<file path="src/rtl/sdrd_read_sequencer.sv">
// Serial-read sequencer for the card's serial device port.
// A qualified bus read starts a command that shifts WIDTH bits in MSB first from one of
// CHANNELS serial inputs. The command then presents the word on q and drives sdrd with
// either the word MSB or its parity until the bus deselects.
module sdrd_read_sequencer #(
    parameter int unsigned WIDTH    = 6,
    parameter int unsigned CHANNELS = 2,
    parameter logic [1:0]  PAGE     = 2'b01
) (
    input  logic                clk,
    input  logic                rst,
    input  logic                sser_n,
    input  logic [1:0]          ba_hi,
    input  logic [3:0]          ba_cmd,
    input  logic                br_w,
    input  logic                oe,
    input  logic [CHANNELS-1:0] sdi,
    output logic [WIDTH-1:0]    q,
    output logic                q_en,
    output logic                sdrd,
    output logic                sdrd_en,
    output logic                busy,
    output logic                done
);

    localparam int unsigned CntW = $clog2(WIDTH);

    typedef enum logic [1:0] {
        StIdle,
        StShift,
        StDone
    } state_e;

    localparam logic [1:0] OpRead    = 2'b01;
    localparam logic [1:0] OpReadPar = 2'b10;
    localparam logic [1:0] OpAbort   = 2'b11;

    state_e            state_q;
    // The MSB of the incoming word is never read back before it lands in q, so only
    // WIDTH-1 bits of history are kept.
    logic [WIDTH-2:0]  shreg_q;
    logic [CntW-1:0]   count_q;
    logic              parity_q;
    logic              mode_q;   // 1 = READ_PAR
    logic [1:0]        ch_q;
    logic [WIDTH-1:0]  q_q;

    logic              sel;
    logic [1:0]        op;
    logic              ch_valid;
    logic              start;
    logic              sdi_bit;
    logic [WIDTH-1:0]  shifted;

    assign sel      = ~sser_n & (ba_hi == PAGE) & br_w;
    assign op       = ba_cmd[3:2];
    assign ch_valid = {30'd0, ba_cmd[1:0]} < CHANNELS;
    assign start    = ch_valid & ((op == OpRead) | (op == OpReadPar));
    assign shifted  = {shreg_q, sdi_bit};

    // Select the serial input of the latched channel.
    always_comb begin
        sdi_bit = 1'b0;
        for (int unsigned i = 0; i < CHANNELS; i++) begin
            if (ch_q == 2'(i)) sdi_bit = sdi[i];
        end
    end

    // Sequencer FSM: deselect beats abort, abort beats the final shift.
    always_ff @(posedge clk or posedge rst) begin
        if (rst) begin
            state_q  <= StIdle;
            shreg_q  <= '0;
            count_q  <= '0;
            parity_q <= 1'b0;
            mode_q   <= 1'b0;
            ch_q     <= 2'b00;
            q_q      <= '0;
        end else if (!sel) begin
            state_q  <= StIdle;
            shreg_q  <= '0;
            count_q  <= '0;
            parity_q <= 1'b0;
        end else begin
            unique case (state_q)
                StIdle: begin
                    if (start) begin
                        ch_q     <= ba_cmd[1:0];
                        mode_q   <= (op == OpReadPar);
                        count_q  <= CntW'(WIDTH - 1);
                        shreg_q  <= '0;
                        parity_q <= 1'b0;
                        state_q  <= StShift;
                    end
                end
                StShift: begin
                    if (op == OpAbort) begin
                        shreg_q  <= '0;
                        count_q  <= '0;
                        parity_q <= 1'b0;
                        state_q  <= StIdle;
                    end else begin
                        shreg_q  <= shifted[WIDTH-2:0];
                        parity_q <= parity_q ^ sdi_bit;
                        if (count_q == '0) begin
                            q_q     <= shifted;
                            state_q <= StDone;
                        end else begin
                            count_q <= count_q - 1'b1;
                        end
                    end
                end
                StDone: begin
                    // Held until deselect; commands are ignored here.
                end
                default: state_q <= StIdle;
            endcase
        end
    end

    // Output decode from the state register plus the live select.
    always_comb begin
        busy    = (state_q == StShift);
        done    = (state_q == StDone);
        sdrd_en = sel & done;
        sdrd    = sdrd_en & (mode_q ? parity_q : q_q[WIDTH-1]);
        q       = q_q;
        q_en    = oe;
    end

endmodule
</file>
<file path="config.mk">
export PLATFORM = sky130hd
export DESIGN_NAME = sdrd_read_sequencer
export DESIGN_NICKNAME = d
export VERILOG_FILES = /design/src/rtl/sdrd_read_sequencer.sv
export SDC_FILE = /design/constraint.sdc
export NUM_CORES = 1
export LEC_CHECK = 0
export BUFFER_PORTS_ARGS = -buffer_cell sky130_fd_sc_hd__buf_2
export CORE_MARGIN = 2
export CORE_UTILIZATION = 30
export CTS_CLUSTER_SIZE = 12
export DETAILED_ROUTE_END_ITERATION = 8
export SKIP_CTS_REPAIR_TIMING = 1
export SYNTH_ARGS = -nofsm -noshare
export SYNTH_HDL_FRONTEND = slang
export SYNTH_SLANG_ARGS = --single-unit
</file>
<file path="constraint.sdc">
create_clock -name clk -period 1.5 [get_ports clk]
set_input_delay 0.3 -clock clk [delete_from_list [all_inputs] [get_ports clk]]
set_output_delay 0.3 -clock clk [all_outputs]
set_load 0.02 [all_outputs]
</file>
==> flow_metrics.tcl <==
set metrics [dict create \
    status "finished with violations" \
    violations "hold timing, setup timing" \
    die_x_um 61.69 \
    tns_ns -0.3251 \
    clock_path_buffers 2 \
    pwr-share-seq_pct 50.1 \
    grt_usage_pct 13.26 \
    rows 20 \
    root_buffer "clkbuf_4" \
    drt_wl_total_um 2279 \
    cell_internal_pwr_w 0.0008803 \
    setup_slack_ns -0.08161 \
    critPathMaxFanout 5 \
    final_cells 183 \
    numCtsBuffers 3 \
    fmax_mhz 632.3 \
    drive_above_1_share_pct 51.80 \
    grt_pass1_wl_um 3705 \
    area_growth_pct 48.25 \
    worstPathArrival_ns 1.28 \
    cts.clk_slew.worst_paths_ns 0.12 \
    fill_cells 295 \
    comb_power_share_pct 10.2 \
    p_per_area_nw_per_um2 753.5 \
    grt_pass1_vias 831 \
    crit_type "reg2out" \
    max_slew_margin_pct 65.66 \
    layout_commonest_cell "buf_4" \
    antenna_cells 0 \
    vias 848 \
    overflow 0 \
    holdWs_ns -0.003948 \
    first_iter_violations 8 \
    synthesis.nets 112 \
    cts_tree "built" \
    maxCapViolations 0 \
    tightest_slew_ns 0.5081 \
    mostFrequentLayoutCells "buf_4, dfrtp_1, buf_2" \
    synth_seq_area_share_pct 50.13 \
    die_area_um2 3806 \
    die-height_um 61.69 \
    pwr-share-clk_pct 39.7 \
    switchingPower_w 0.0002350 \
    gp_congestion 0.7780 \
    startpoint_type "register" \
    cts.sinks 20 \
    end_kind "output port" \
    syn_area_per_cell_um2 10.51 \
    worst_ep_required_time_ns 1.20 \
    setup-violations-final 11 \
    synthDistinctLibCells 29 \
    syn_area_um2 998.5 \
    hold_viol_final 12 \
    dp_hpwl_um 1617 \
    rsz0062_at_grt "yes" \
    fin_skew_ns 0.005986 \
    dp.cells 168 \
    syn-instance-count 95 \
    wl_per_cell_um 12.45 \
    initial_utilization_pct 32.18 \
    power_w 0.001115 \
    yosys_warnings 0 \
    grt_max_degree 21 \
    p_leak_nw 0.7091 \
    fin_crit_sh_pct 105.4 \
    period_needed_ns 1.582 \
    ff_latch_area_um2 501.7 \
    ir_drop_uv 668.7 \
    core_um2 3103 \
    place.port_buffers 21 \
    routed_via_density 4.634 \
    boundaryPins 24 \
    hp-class "in2async" \
    drtAntennaViolNets 0 \
    synth-seq-cells 20 \
    clk_latency_ns 0.30 \
    multiInputGateArea_um2 519.2 \
    p_sw_share_pct 21.07 \
    slew_violations 0 \
    cts_htree_levels 1 \
    grt_antenna_before_repair 0 \
    fin_nets 157 \
    drtPass1Iterations 4 \
    drcViolationCount 0 \
]
[power by group through the flow]
stage | registers, W | clock network (W) | logic, W
2_1_floorplan | 0.000568 | 0 | 0.0000679
3_3_place_gp | 0.000568 | 0 | 0.000105
3_5_place_dp | 0.000569 | 0 | 0.000107
4_1_cts | 0.000558 | 0.000457 | 0.000107
5_1_grt | 0.000559 | 0.000474 | 0.000126
6_report | 0.000559 | 0.000443 | 0.000114
[registers in the layout, summed over array words and instances (netlist names)]
register / cells
count_q: 3
parity_q: 1
q: 6
mode_q: 1
ch_q: 2
state_q: 2
shreg_q: 5
[worst paths after layout]
| path | start | to | slack, ns | cells past startpoint |
|---|---|---|---|---|
| worst max register to register | state_q[1] | parity_q | -0.07 | 4 |
| max in group asynchronous | rst | state_q[0] | 1.27 | 3 |
| worst max-delay path | state_q[1] | sdrd | -0.08 | 4 |
| worst min register to register | q[2] | q[2] | 0.52 | 1 |
| min in group clk | ba_cmd[0] | ch_q[0] | 0.23 | 2 |
| worst min-delay path | rst | q[0] | -0.004 | 3 |
[kinds of logic (layout without fill, tap and decap cells)]
group	count (synthesis)	in the layout	synth area share (%)
simple gates	25	25	14.16
compound gates	23	23	14.16
buf+inv	13	57	5.515
fa+ha+maj	4	4	5.013
flops	20	20	50.13
mux	10	10	11.03
[cell usage after synthesis]
master	count	share of area (%)
ha_1	4	5.0
o21ba_2	1	1.0
nor3b_2	1	1.3
o31ai_1	1	0.75
mux2i_1	2	2.0
nor3_1	2	1.0
buf_2	2	1.0
clkbuf_1	2	0.75
nand2_1	7	2.6
a31oi_1	1	0.63
a21o_1	1	0.75
nor2b_1	2	1.3
nor4_1	1	0.63
dfrtp_1	20	50
nor4bb_1	1	1.0
buf_4	1	0.75
nand4bb_1	1	1.1
nor2_1	4	1.5
a221oi_1	2	1.8
inv_1	8	3.0
o21ai_0	7	3.5
or3_1	1	0.63
and2_1	1	0.63
nand2b_1	1	0.63
nand3_1	2	1.0
mux2_2	8	9.0
or3b_1	1	0.88
a211o_1	2	1.8
a21oi_1	8	4.0
[metrics by stage]
stage | area (µm²) | setup slack [ns] | utilization, %
3_3_place_gp | 1252 | -0.1265 | 40.36
3_5_place_dp | 1252 | -0.2263 | 40.36
4_1_cts | 1305 | -0.2286 | 42.06
2_1_floorplan | 1026 | 0.01038 | -
6_report | 1480 | -0.08161 | 47.70
5_1_grt | 1480 | -0.1602 | 47.70
[worst max-delay path, stage by stage, from the launching register on]
cell and delay [ns]:
dfrtp_1 0.45, buf_6 0.16, nand2b_4 0.08, nor3_2 0.12
buf_4 0.17
[area by class of cell]
class / count / share of cell area (%)
clock buffer: 3 / 1.522
clock inverter: 1 / 2.029
inverter: 8 / 2.029
multi-input combinational: 62 / 35.08
sequential: 20 / 33.90
tap: 44 / 3.719
timing repair buffer: 45 / 21.72
[layer usage]
layer,GRT usage [%],share of wire [%],vias up
li1,-,-,420
met1,18.08,45,405
met2,21.20,51,21
met3,3.727,4.3,2
met4,2.736,0.39,0
met5,0,0,-
(Power assumes the default switching activity.)
